## src/rtl/serial_logic_unit_pkg.sv

```systemverilog
// Shared definitions for the bit-serial logic unit: gate select encodings and FSM states.
package serial_logic_unit_pkg;

  localparam logic [2:0] OP_AND  = 3'd0;
  localparam logic [2:0] OP_OR   = 3'd1;
  localparam logic [2:0] OP_NOT  = 3'd2;
  localparam logic [2:0] OP_NAND = 3'd3;
  localparam logic [2:0] OP_NOR  = 3'd4;
  localparam logic [2:0] OP_XOR  = 3'd5;
  localparam logic [2:0] OP_XNOR = 3'd6;
  localparam logic [2:0] OP_BUF  = 3'd7;

  typedef enum logic [1:0] {
    ST_IDLE  = 2'd0,
    ST_SHIFT = 2'd1,
    ST_DONE  = 2'd2
  } state_t;

endpackage

```

## src/rtl/serial_logic_unit_if.sv

```systemverilog
// Operand-in / result-out handshake bundle of the bit-serial logic unit.
interface serial_logic_unit_if #(
  parameter int WIDTH = 8
);
  logic             in_valid;
  logic             in_ready;
  logic [2:0]       op;
  logic [WIDTH-1:0] a;
  logic [WIDTH-1:0] b;
  logic             out_valid;
  logic             out_ready;
  logic [WIDTH-1:0] result;
  logic             zero;
  logic             busy;

  modport master (
    output in_valid, op, a, b, out_ready,
    input  in_ready, out_valid, result, zero, busy
  );

  modport slave (
    input  in_valid, op, a, b, out_ready,
    output in_ready, out_valid, result, zero, busy
  );
endinterface

```

## src/rtl/serial_logic_unit_bit_gate_sel.sv

```systemverilog
// Single-bit gate primitives and the op-selected mux that picks one of their outputs.
module gate_and (input logic x, input logic y, output logic g);
  assign g = x & y;
endmodule

module gate_or (input logic x, input logic y, output logic g);
  assign g = x | y;
endmodule

module gate_not (input logic x, output logic g);
  assign g = ~x;
endmodule

module gate_nand (input logic x, input logic y, output logic g);
  assign g = ~(x & y);
endmodule

module gate_nor (input logic x, input logic y, output logic g);
  assign g = ~(x | y);
endmodule

module gate_xor (input logic x, input logic y, output logic g);
  assign g = x ^ y;
endmodule

module gate_xnor (input logic x, input logic y, output logic g);
  assign g = ~(x ^ y);
endmodule

module gate_buf (input logic x, output logic g);
  assign g = x;
endmodule

module bit_gate_sel
  import serial_logic_unit_pkg::*;
(
  input  logic [2:0] op,
  input  logic       x,
  input  logic       y,
  output logic       g
);
  logic and_s, or_s, not_s, nand_s, nor_s, xor_s, xnor_s, buf_s;

  gate_and  u_and  (.x(x), .y(y), .g(and_s));
  gate_or   u_or   (.x(x), .y(y), .g(or_s));
  gate_not  u_not  (.x(x),        .g(not_s));
  gate_nand u_nand (.x(x), .y(y), .g(nand_s));
  gate_nor  u_nor  (.x(x), .y(y), .g(nor_s));
  gate_xor  u_xor  (.x(x), .y(y), .g(xor_s));
  gate_xnor u_xnor (.x(x), .y(y), .g(xnor_s));
  gate_buf  u_buf  (.x(x),        .g(buf_s));

  // 8:1 output mux on the gate select
  always_comb begin
    g = 1'b0;
    case (op)
      OP_AND:  g = and_s;
      OP_OR:   g = or_s;
      OP_NOT:  g = not_s;
      OP_NAND: g = nand_s;
      OP_NOR:  g = nor_s;
      OP_XOR:  g = xor_s;
      OP_XNOR: g = xnor_s;
      OP_BUF:  g = buf_s;
      default: g = 1'b0;
    endcase
  end
endmodule

```

## src/rtl/serial_logic_unit.sv

```systemverilog
// Bit-serial word logic unit: shifts operands LSB first through one gate, one bit per clock,
// and presents the assembled word with a zero flag over a valid/ready handshake.
module serial_logic_unit
  import serial_logic_unit_pkg::*;
#(
  parameter int WIDTH = 8
) (
  input  logic                clk,
  input  logic                rst_n,
  serial_logic_unit_if.slave  bus
);
  localparam int CNT_W = $clog2(WIDTH + 1);

  state_t           state_r, state_next_s;
  logic [WIDTH-1:0] a_sh_r, b_sh_r, result_r, result_next_s;
  logic [2:0]       op_r;
  logic [CNT_W-1:0] cnt_r;
  logic             g_s, last_bit_s;
  logic             in_ready_r, out_valid_r, zero_r, busy_r;

  bit_gate_sel u_gate (
    .op (op_r),
    .x  (a_sh_r[0]),
    .y  (b_sh_r[0]),
    .g  (g_s)
  );

  // Next-state logic
  always_comb begin
    state_next_s = state_r;
    last_bit_s   = (cnt_r == CNT_W'(WIDTH - 1));
    case (state_r)
      ST_IDLE: begin
        if (bus.in_valid) state_next_s = ST_SHIFT;
        else              state_next_s = ST_IDLE;
      end
      ST_SHIFT: begin
        if (last_bit_s) state_next_s = ST_DONE;
        else            state_next_s = ST_SHIFT;
      end
      ST_DONE: begin
        if (bus.out_ready) state_next_s = ST_IDLE;
        else               state_next_s = ST_DONE;
      end
      default: state_next_s = ST_IDLE;
    endcase
  end

  // New gate bit enters at the MSB so the LSB-first stream lands in place after WIDTH steps
  always_comb begin
    result_next_s            = result_r >> 1;
    result_next_s[WIDTH-1]   = g_s;
  end

  // State register
  always_ff @(posedge clk) begin
    if (!rst_n) state_r <= ST_IDLE;
    else        state_r <= state_next_s;
  end

  // Operand capture, shift registers, bit counter and result assembly
  always_ff @(posedge clk) begin
    if (!rst_n) begin
      a_sh_r   <= {WIDTH{1'b0}};
      b_sh_r   <= {WIDTH{1'b0}};
      result_r <= {WIDTH{1'b0}};
      op_r     <= 3'd0;
      cnt_r    <= {CNT_W{1'b0}};
    end else begin
      case (state_r)
        ST_IDLE: begin
          if (bus.in_valid) begin
            a_sh_r   <= bus.a;
            b_sh_r   <= bus.b;
            op_r     <= bus.op;
            cnt_r    <= {CNT_W{1'b0}};
            result_r <= {WIDTH{1'b0}};
          end
        end
        ST_SHIFT: begin
          a_sh_r   <= a_sh_r >> 1;
          b_sh_r   <= b_sh_r >> 1;
          result_r <= result_next_s;
          cnt_r    <= cnt_r + CNT_W'(1);
        end
        ST_DONE:  ;
        default:  ;
      endcase
    end
  end

  // Handshake and status outputs, registered from the upcoming state
  always_ff @(posedge clk) begin
    if (!rst_n) begin
      in_ready_r  <= 1'b1;
      out_valid_r <= 1'b0;
      busy_r      <= 1'b0;
      zero_r      <= 1'b0;
    end else begin
      in_ready_r  <= (state_next_s == ST_IDLE);
      out_valid_r <= (state_next_s == ST_DONE);
      busy_r      <= (state_next_s != ST_IDLE);
      if (state_r == ST_SHIFT && last_bit_s) zero_r <= (result_next_s == {WIDTH{1'b0}});
      else if (state_next_s == ST_DONE)      zero_r <= zero_r;
      else                                   zero_r <= 1'b0;
    end
  end

  assign bus.in_ready  = in_ready_r;
  assign bus.out_valid = out_valid_r;
  assign bus.busy      = busy_r;
  assign bus.zero      = zero_r;
  assign bus.result    = result_r;
endmodule

```

## src/flat_wrapper.sv

```systemverilog
// flat-port wrapper written by rule: the top's interface ports become plain ports
module serial_logic_unit_flat import serial_logic_unit_pkg::*;
#(
  parameter int WIDTH = 8
)
  (clk, rst_n, bus_in_valid, bus_op, bus_a, bus_b, bus_out_ready, bus_in_ready, bus_out_valid, bus_result, bus_zero, bus_busy);
  serial_logic_unit_if #(.WIDTH(WIDTH)) bus_i ();
  input  logic clk;
  input  logic rst_n;
  input wire logic [$bits(bus_i.in_valid)-1:0] bus_in_valid;
  input wire logic [$bits(bus_i.op)-1:0] bus_op;
  input wire logic [$bits(bus_i.a)-1:0] bus_a;
  input wire logic [$bits(bus_i.b)-1:0] bus_b;
  input wire logic [$bits(bus_i.out_ready)-1:0] bus_out_ready;
  output wire logic [$bits(bus_i.in_ready)-1:0] bus_in_ready;
  output wire logic [$bits(bus_i.out_valid)-1:0] bus_out_valid;
  output wire logic [$bits(bus_i.result)-1:0] bus_result;
  output wire logic [$bits(bus_i.zero)-1:0] bus_zero;
  output wire logic [$bits(bus_i.busy)-1:0] bus_busy;
  assign bus_i.in_valid = bus_in_valid;
  assign bus_i.op = bus_op;
  assign bus_i.a = bus_a;
  assign bus_i.b = bus_b;
  assign bus_i.out_ready = bus_out_ready;
  assign bus_in_ready = bus_i.in_ready;
  assign bus_out_valid = bus_i.out_valid;
  assign bus_result = bus_i.result;
  assign bus_zero = bus_i.zero;
  assign bus_busy = bus_i.busy;
  serial_logic_unit #(.WIDTH(WIDTH)) u_core (.clk(clk), .rst_n(rst_n), .bus(bus_i));
endmodule
```

## config.mk

```make
export PLATFORM = sky130hd
export DESIGN_NAME = serial_logic_unit_flat
export DESIGN_NICKNAME = d
export VERILOG_FILES = /design/src/rtl/serial_logic_unit_pkg.sv /design/src/rtl/serial_logic_unit_if.sv /design/src/rtl/serial_logic_unit_bit_gate_sel.sv /design/src/rtl/serial_logic_unit.sv /design/src/flat_wrapper.sv
export SDC_FILE = /design/constraint.sdc
export NUM_CORES = 1
export LEC_CHECK = 0
export CAP_MARGIN = 15
export CORE_MARGIN = 1.5
export CORE_UTILIZATION = 49
export DETAILED_ROUTE_END_ITERATION = 8
export MAX_ROUTING_LAYER = met4
export PLACE_DENSITY = 0.77
export SYNTH_ARGS = -nofsm -noshare
export SYNTH_HDL_FRONTEND = slang
export SYNTH_SLANG_ARGS = --single-unit
export TNS_END_PERCENT = 50
```

## constraint.sdc

```tcl
create_clock -name clk -period 1.9 [get_ports clk]
set_input_delay 0.57 -clock clk [delete_from_list [all_inputs] [get_ports clk]]
set_output_delay 0.57 -clock clk [all_outputs]
set_load 0.05 [all_outputs]
```

; Word level (Yosys, flattened, before mapping)
; Index checks and enable logic that the tools add are counted.
[totals]
regBits = 37
out_inout_bits = 12
inputBits = 23
word_cells = 55
[op_classes]
n_mux = 15
add_sub_neg = 1
reduce_logical = 9
bitwise_logic = 7
eq_ne = 13
[op_table]
columns = operator, n
row1 = case mux 8 bit (2 select lines), 3
row2 = two-way mux 8 bit, 3
row3 = == test 3 bit (second input constant), 4
row4 = logical NOT 8 bit, 1
row5 = case mux 1 bit (8 select lines), 1
row6 = case mux 4 bit (2 select lines), 1
row7 = == test 3 x 2 -> 1 bit (second input constant), 2
row8 = case mux 2 bit (3 select lines), 1
row9 = adder 4 x 1 -> 4 bit (second input constant), 1
row10 = == test 2 bit (second input constant), 2
row11 = == test 4 x 3 -> 1 bit (second input constant), 1
row12 = logical NOT 2 bit, 2
row13 = two-way mux 2 bit, 2
row14 = two-way mux 4 bit, 1
row15 = inequality test 2 bit (second input constant), 2
row16 = inverter 1 bit, 4
row17 = AND reduction 2 bit, 2
row18 = nonzero test 2 bit, 2
row19 = == test 3 x 1 -> 1 bit (second input constant), 1
row20 = logical NOT 3 bit, 1
row21 = two-way mux 1 bit, 3
row22 = == test 2 x 1 -> 1 bit (second input constant), 1
row23 = bitwise AND 1 bit, 1
row24 = logical AND 1 bit, 1
row25 = 2 further kinds, 2

; Depth between registers and ports, before layout
; Gate-level depths: netlist of the first run.
[logic_depth]
word_depth = 6
depth_mapped = 6
mapped_depth_nobuf = 6

; By module
; A second synthesis of the first run with hierarchy kept.
[unflattened]
hier_cells = 173
hier_area_um2 = 1604.0
[modules_own_cells]
columns = mod, cells_each, area_per_inst_um2, n_inst, seq_area_each_um2
row1 = serial_logic_unit, 162, 1491.4, 1, 740.7
row2 = bit_gate_sel, 3, 63.8, 1, 0.0
row3 = gate_xnor, 1, 8.8, 1, 0.0
row4 = gate_xor, 1, 8.8, 1, 0.0
row5 = gate_buf, 1, 7.5, 1, 0.0
row6 = gate_and, 1, 6.3, 1, 0.0
row7 = gate_or, 1, 6.3, 1, 0.0
row8 = gate_nand, 1, 3.8, 1, 0.0
row9 = gate_nor, 1, 3.8, 1, 0.0
row10 = gate_not, 1, 3.8, 1, 0.0

; Worst setup path before layout of the first run
; No wires, ideal clock.
[synth_path]
kind = reg-to-reg
from = register u_core.a_sh_r[0]
to = register u_core.result_r[7], in the netlist u_core.bus.result[7]
arrival_time_ps = 1553
synth_period_minus_slack_ps = 1612
n_path_buf = 0
stages_incl_launch_ff = 7
setup_ps = 59
required_time_ps = 1841
slack_ps = 288
cell_sequence = dfxtp_1 inv_1 ha_1 inv_1 mux4_2 a211oi_1 a32o_2
[synth_between]
elab_chain_cells = 4
word_cells_on_any_way = 9
classes_between = mux: 2 / bitwise: 7
[synth_lines]
columns = element, line_no
row1 = "start, declared", serial_logic_unit.sv:15  ; logic [WIDTH-1:0] a_sh_r, b_sh_r, result_r, result_next_s;
row2 = "start signal, assigned", serial_logic_unit.sv:64  ; a_sh_r <= {WIDTH{1'b0}};
row3 = "start signal, assigned", serial_logic_unit.sv:73  ; a_sh_r <= bus.a;
row4 = "start signal, assigned", serial_logic_unit.sv:81  ; a_sh_r <= a_sh_r >> 1;
row5 = "XOR 1 bit, or another cell as far along", "serial_logic_unit_bit_gate_sel.sv:23, serial_logic_unit_bit_gate_sel.sv:27"
row6 = inverter 1 bit (on tied branches), "serial_logic_unit_bit_gate_sel.sv:27, serial_logic_unit_bit_gate_sel.sv:15, serial_logic_unit_bit_gate_sel.sv:19"
row7 = case mux 1 bit (8 select lines) (*), serial_logic_unit_bit_gate_sel.sv:56  ; case (op)
row8 = case mux 8 bit (2 select lines) (*), serial_logic_unit.sv:70  ; case (state_r)
row9 = "end signal, assigned", serial_logic_unit.sv:66  ; result_r <= {WIDTH{1'b0}};
row10 = "end signal, assigned", serial_logic_unit.sv:77  ; result_r <= {WIDTH{1'b0}};
row11 = "end signal, assigned", serial_logic_unit.sv:83  ; result_r <= result_next_s;
row12 = "end, declared", serial_logic_unit.sv:15
; Every way passes the cells marked *; elsewhere a longest branch is shown, timed or not.
; A chain may end at the register's enable or synchronous reset.

; Worst setup path in the final report of the first run
; Same ends and word-level chain as after synthesis.

==> results of run 1 <==
-- per-stage QoR --
stage	worst slack, ns	area, um^2	hold slack [ns]
after floorplan	0.2880	1603	0.4406
after global placement	-0.03674	1978	0.4512
after detailed placement	-0.08243	1978	0.4577
after CTS	0.07616	2027	0.4719
after global routing	0.001392	2027	0.5037
final	0.08249	2027	0.4693
-- worst register-to-register path: stages (launching register included) --
cell and delay [ns]:
dfxtp_1 0.35, inv_1 0.08, ha_1 0.29, inv_1 0.05, mux4_2 0.44, a211oi_1 0.33, a32o_2 0.22
-- cell families after synthesis --
group | count (synthesis) | synth area share [%]
adder cells (fa/ha/maj) | 3 | 2.342
AO/OA/AOI/OAI | 51 | 23.50
multiplexers | 1 | 1.405
flip-flops | 37 | 46.21
AND/OR/NAND/NOR | 66 | 20.38
buffers and inverters | 17 | 6.167
-- power breakdown --
group          total [mW]  internal, mW  switching [mW]
Clock               0.380         0.148           0.232
Combinational       0.259         0.129           0.130
Sequential          0.840         0.815          0.0255
Total                1.48          1.09           0.387
-- cells in the mapped netlist (2+ instances only) --
library cell | instances | area [um^2]
nor3b_1 | 2 | 15.01
inv_1 | 4 | 15.01
o221ai_1 | 4 | 35.03
dfxtp_1 | 37 | 740.7
a22oi_1 | 10 | 75.07
nor2_1 | 11 | 41.29
nand2_1 | 26 | 97.59
and2b_1 | 2 | 15.01
o21a_1 | 4 | 30.03
clkbuf_1 | 5 | 18.77
buf_2 | 4 | 20.02
a2111oi_0 | 2 | 17.52
o21ai_0 | 3 | 15.01
clkbuf_8 | 3 | 41.29
ha_1 | 3 | 37.54
nor2b_1 | 3 | 18.77
a21oi_1 | 4 | 20.02
nand3_1 | 12 | 60.06
a21boi_0 | 22 | 165.2
-- path summary, 6_finish.rpt --
kind                                                    start  slack, ns                           endpoint  cells past startpoint
worst max-delay path            u_core.a_sh_r[0]$_SDFFE_PN0P_       0.08  u_core.bus.result[7]$_SDFFE_PN0P_                      6
worst min-delay path            u_core.a_sh_r[2]$_SDFFE_PN0P_       0.47      u_core.a_sh_r[2]$_SDFFE_PN0P_                      2
worst max register to register  u_core.a_sh_r[0]$_SDFFE_PN0P_       0.08  u_core.bus.result[7]$_SDFFE_PN0P_                      6
worst min register to register  u_core.a_sh_r[2]$_SDFFE_PN0P_       0.47      u_core.a_sh_r[2]$_SDFFE_PN0P_                      2
-- area by class of cell --
cell class	count	share of cell area [%]
flip-flops and latches	37	36.54
well taps	44	2.716
clock buffers	8	2.407
inverters	5	0.9259
multi-input cells	121	37.65
repair buffers	46	19.75
-- state kept, by name, indices dropped and copies added (netlist names) --
signal                flops
u_core.a_sh_r             8
u_core.state_r            2
u_core.bus.zero           1
u_core.cnt_r              4
u_core.op_r               3
u_core.bus.in_ready       1
u_core.bus.busy           1
u_core.bus.out_valid      1
u_core.bus.result         8
u_core.b_sh_r             8
-- cells in the final DEF (no fill, tap or decap) --
cell             count
dfxtp_1             37
nand3_1             12
and3_1               1
buf_4               24
nor2b_1              3
o221ai_1             4
ha_1                 3
clkbuf_4             5
o21a_1               4
nor4_1               1
a21boi_0            22
nand2_1             26
and2b_1              2
inv_2                1
inv_1                4
and3_2               1
clkdlybuf4s50_1     22
nor3b_1              2
a32o_2               1
clkbuf_1             3
nor2_1              11
or3b_4               1
nand4_1              1
nand3b_1             1
nor3b_2              1
a21oi_1              4
a2111oi_0            2
and2_1               1
o21ai_0              3
nor4b_1              1
nand2b_1             1
a211oi_1             1
mux4_2               1
a22oi_1             10
-- per-layer routing --
layer	GRT usage, %	vias up	wire, um
met3	7.359	8	158
li1	-	701	-
met1	22.99	644	1472
met4	9.841	0	70
met2	38.66	39	1778
met5	-	-	0
==> results.md, run 1 <==
* Max Cap Viol at 0
* Die Wd at 60.19 um
* DRC at 0
* LEAKAGE at 0.7802 nW
* Crit path max fanout at 4
* Ratio of final minimum period to clock period at 95.66%
* Synth Net Count at 201
* Seq/Total Area, Yosys at 46.21%
* Synth Cell Area at 1603 um^2
* Power per cell area at between 700 and 800 nW/um^2
* WL/cell at 13.33 um
* Clk_skew at 0.005994 ns
* Post-Layout Cell Count at 261
* Routed Antenna Nets at 0
* Detailed-route via count at 1392
* First-pass GRT wire length at 5706 um
* Fmax at approximately 0.55 GHz
* CTS Hold Bufs at 0
* Worst setup SP type: flip-flop
* Largest net degree at the start of global routing at 26
* Hpwl dp at 2629 um
* Clk sinks at 37
* TritonCTS Buffers at 5
* DRT Pass-1 Iters at 4
* Clock Tree Buf Depth at 2
* Critical path's most frequent cell: inv_1
* Syn_area_per_cell at roughly 9.2 um^2
* Number of I/O pins at 35
* Total Routing Usage GR at approximately 22%
* Nets at 242
* TNS Setup at 0 ns
* Reg clk slew, reported paths at around 0.1 ns
* Syn Inst Count at 175
* Minimum clock period at 1.818 ns
* Final Hold Viols at 0
* Crit path max-delay family: compound AO/OA/AOI/OAI gates
* Worst path cell trace: inv_1 > ha_1 > inv_1 > mux4_2 > a211oi_1 > a32o_2
* Worst VDD drop at 491.6 uV
* Worst path slowest cell: mux4_2
* Via/cell ratio at 5.333
* Worst slew pin tran at ~0.46 ns
* Register area at approximately 740 um^2
* DRT Wirelength at 3480 um
* Dominant synthesized flop cell: dfxtp_1
* H-Tree Depth at 2
* Site Rows at 20
* PostCTS Resize Cnt at 0
* Die footprint at approximately 3600 um^2
* CTS Root Cell: clkbuf_4
* Fillers at ~270
* WS Path Type: reg2reg
* Largest stage delay, worst path at around 0.44 ns
* Multi-input gate area at 763.2 um^2
* Vias in the first global route at about 1300
* Initial antenna violation count at 0
* Core area at 3078 um^2
* Seq cells post-synth at 37
* Die Y at 60.19 um
* Gp weighted congestion at 0.8292
* CTS tree: done
* RSZ-0062 raised after global routing: false
* Input/output buffers at 34
* Synth unique cells at 33
* Relative slew slack at between 60% and 70%
* Post-CTS Setup Bufs at 0
* Outcome: complete, no violations
* Synth warn at 0
* Data arrival, critical path at ~2.1 ns
* Placed Instances at 253
* HP Class: reg2reg
* Layout cell share with drive strength beyond 1 at between 15 and 20%
* DR iter-0 viols at 72
* Final Max Tran Viols at 0
* WP buf/inv at 2
* Initial Util at 52.07%
* Asr flop ratio synth at 0%
* GRT overflow at 0
* Clk Latency, worst-skew pair at 0.33 ns
* Power, Total at 1.479 mW
* Worst Setup End Kind: flip-flop
* Number of diodes at 0
* Area growth syn-to-layout at 26.46%
* Number of synthesized flops with an enable pin at 0
* Core Util, Final at approximately two thirds
* Final number of setup-violating endpoints at 0
* WP data required at 2.18 ns
(Power assumes the default switching activity.)
==> run 2: changes to the inputs <==
--- a/config.mk
+++ b/config.mk
@@ -9,6 +9,7 @@
 export CORE_MARGIN = 1.5
 export CORE_UTILIZATION = 49
 export DETAILED_ROUTE_END_ITERATION = 8
+export HOLD_SLACK_MARGIN = 0.08
 export MAX_ROUTING_LAYER = met4
 export PLACE_DENSITY = 0.77
 export SYNTH_ARGS = -nofsm -noshare
==> results of run 2 <==
No change in the layout: final DEF, timing and power equal those of run 1.
==> patch (config.mk and constraints of run 1) <==
`WIDTH` is set to 8 in 3 places; all go to 32.
--- a/src/rtl/serial_logic_unit_if.sv
+++ b/src/rtl/serial_logic_unit_if.sv
@@ -1,6 +1,6 @@
 // Operand-in / result-out handshake bundle of the bit-serial logic unit.
 interface serial_logic_unit_if #(
-  parameter int WIDTH = 8
+  parameter int WIDTH = 32
 );
   logic             in_valid;
   logic             in_ready;
--- a/src/rtl/serial_logic_unit.sv
+++ b/src/rtl/serial_logic_unit.sv
@@ -3,7 +3,7 @@
 module serial_logic_unit
   import serial_logic_unit_pkg::*;
 #(
-  parameter int WIDTH = 8
+  parameter int WIDTH = 32
 ) (
   input  logic                clk,
   input  logic                rst_n,
--- a/src/flat_wrapper.sv
+++ b/src/flat_wrapper.sv
@@ -1,7 +1,7 @@
 // flat-port wrapper written by rule: the top's interface ports become plain ports
 module serial_logic_unit_flat import serial_logic_unit_pkg::*;
 #(
-  parameter int WIDTH = 8
+  parameter int WIDTH = 32
 )
   (clk, rst_n, bus_in_valid, bus_op, bus_a, bus_b, bus_out_ready, bus_in_ready, bus_out_valid, bus_result, bus_zero, bus_busy);
   serial_logic_unit_if #(.WIDTH(WIDTH)) bus_i ();
Ports: changed (resized bus_a, bus_b and bus_result); port bits go from 35 to 107. The function was not compared with the original's and may differ.
==> patch against run 1 <==
Power grew to 3.1 times the old value; global-route usage is essentially flat; setup slack gained 0.044 ns; sequential power grew to 3.0 times the old value; synthesized cell count grew to 3.0 times the old value; sequential cell count grew 74; wire length grew to 3.0 times the old value; critical path depth shrank 1; highest routed layer unchanged; area after synthesis grew to 2.8 times the old value; via count grew to 2.9 times the old value; design area grew to 2.8 times the old value; cell count grew to 2.8 times the old value.
==> patch: results (changes against run 1) <==
Parameter                              Value

Synth
  Post-synth cell types    35 (was 33)
  Post-synth top cells    111 x sky130_fd_sc_hd__dfxtp_1, 109 x sky130_fd_sc_hd__nor2_1, 54 x sky130_fd_sc_hd__o221ai_1 (was 37 x sky130_fd_sc_hd__dfxtp_1, 26 x sky130_fd_sc_hd__nand2_1, 22 x sky130_fd_sc_hd__a21boi_0)
  Top-area cell type share of the netlist area    49.0% (was 46.2%)
  Synthesized area divided by synthesized cell count    8.68 um2 (was 9.16 um2)
  Share of the yosys chip area belonging to registers    49.0% (was 46.2%)
  Net count after synthesis    596 (was 201)

Setup path
  Critical Path AT    2.02 ns (was 2.10 ns)
  Register-to-register setup slack    0.31 ns (was 0.08 ns)
  Cell family with most CP delay    buffers and inverters (was compound AO/OA/AOI/OAI gates)
  Reg2Reg Capture Point    u_core.bus.result[31]$_SDFFE_PN0P_ (was u_core.bus.result[7]$_SDFFE_PN0P_)
  Delay contributed by the slowest stage of the critical path    0.50 ns (was 0.44 ns)
  Termination of the worst setup path    u_core.b_sh_r[4]$_SDFFE_PN0P_ (was u_core.bus.result[7]$_SDFFE_PN0P_)

Placement
  Number of buffer cells added on primary ports    106 (was 34)
  Final GP Congestion    0.766 (was 0.829)
  Number of instances in the placed design    703 (was 253)
  Cell area after placement    5580 um2 (was 1980 um2)
  Hpwl dp    6940 um (was 2630 um)

Final layout
  Ratio of cells with drive above 1 in the final layout    11.9% (was 16.1%)
  Filler cell count    736 (was 267)

Global routing
  Wire length of the first global-routing pass    17400 um (was 5710 um)
  Overall global routing resource usage    22.4% (about the same)
  Maximum number of pins on one net before global-route repair    111 (was 26)

Power
  Maximum VDD drop    451 uV (was 492 uV)
  Clock distribution power    1.30 mW (was 380 uW)
  NetSw    1.21 mW (was 387 uW)
  Power per Cell Area    789 nW/um2 (was 730 nW/um2)

Routing
  Initial DRC count    273 (was 72)
  Wirelength per Cell    14.7 um (was 13.3 um)

Clocking
  Clk Tree Root Cell    sky130_fd_sc_hd__clkbuf_8 (was sky130_fd_sc_hd__clkbuf_4)
  Number of levels the H-tree was split into    3 (was 2)
  TritonCTS Buffers    9 (was 5)
  Clock latency of the later-clocked register in the worst-skew pair    0.37 ns (was 0.33 ns)

STA
  Skew final    0.0122 ns (was 0.00599 ns)
  Worst-Margin Slew    0.444 ns (was 0.460 ns)

Hold path
  Hold EP    u_core.b_sh_r[24]$_SDFFE_PN0P_ (was u_core.a_sh_r[2]$_SDFFE_PN0P_)
  Beginning of the worst hold path    u_core.b_sh_r[24]$_SDFFE_PN0P_ (was u_core.a_sh_r[2]$_SDFFE_PN0P_)

Run status
  Status    finished, final reports clean (unchanged)
-- patch: cell types whose count changed in the layout (fill, tap and decap cells not counted), sizes merged, moves of 27 or more --
cell,change
o221ai,+50
nor2,+98
dfxtp,+74
clkdlybuf4s50,+47
buf,+27
-- patch: worst min-delay path, stage by stage (launching register included) --
cell and delay, ns:
sky130_fd_sc_hd__dfxtp_1 0.32, sky130_fd_sc_hd__nand2_1 0.04, sky130_fd_sc_hd__a21boi_0 0.06
-- patch: routing by layer --
metal	GRT usage, %	share of wire [%]	wire length [um]
met1	28.2	47	5030
met5	-	0	0
met3	4.78	4.1	435
met4	6.50	1.4	150
met2	36.6	47	4980
-- patch: cells by family (layout without fill, tap and decap cells) --
| family | count (synthesis) | after routing | synth area share, % |
|---|---|---|---|
| AND/OR/NAND/NOR | 226 | 226 | 21.6 |
| AO/OA/AOI/OAI | 130 | 130 | 22.6 |
| flip-flops | 111 | 111 | 49.0 |
| buffers and inverters | 50 | 139 | 5.49 |
| adder cells (fa/ha/maj) | 3 | 3 | 0.828 |
| multiplexers | 2 | 2 | 0.497 |
-- patch: per-stage QoR --
stage	setup WS (ns)	TNS, ns	utilization (%)
detailed placement	-0.228	-16.33	63.1
finish	0.126	0	65.2
global placement	-0.175	-13.54	63.1
CTS	0.155	0	65.2
floorplan	0.251	0	-
global route	0.0936	0	65.2
-- patch: cell type report --
class | instances | area, um2 | area share, %
Sequential cell | 111 | 2220 | 38.5
Multi-Input combinational cell | 361 | 2080 | 36.1
Timing Repair Buffer | 120 | 1130 | 19.7
Clock buffer | 11 | 141 | 2.45
Tap cell | 108 | 135 | 2.34
Clock inverter | 5 | 42.5 | 0.738
Inverter | 3 | 11.3 | 0.195
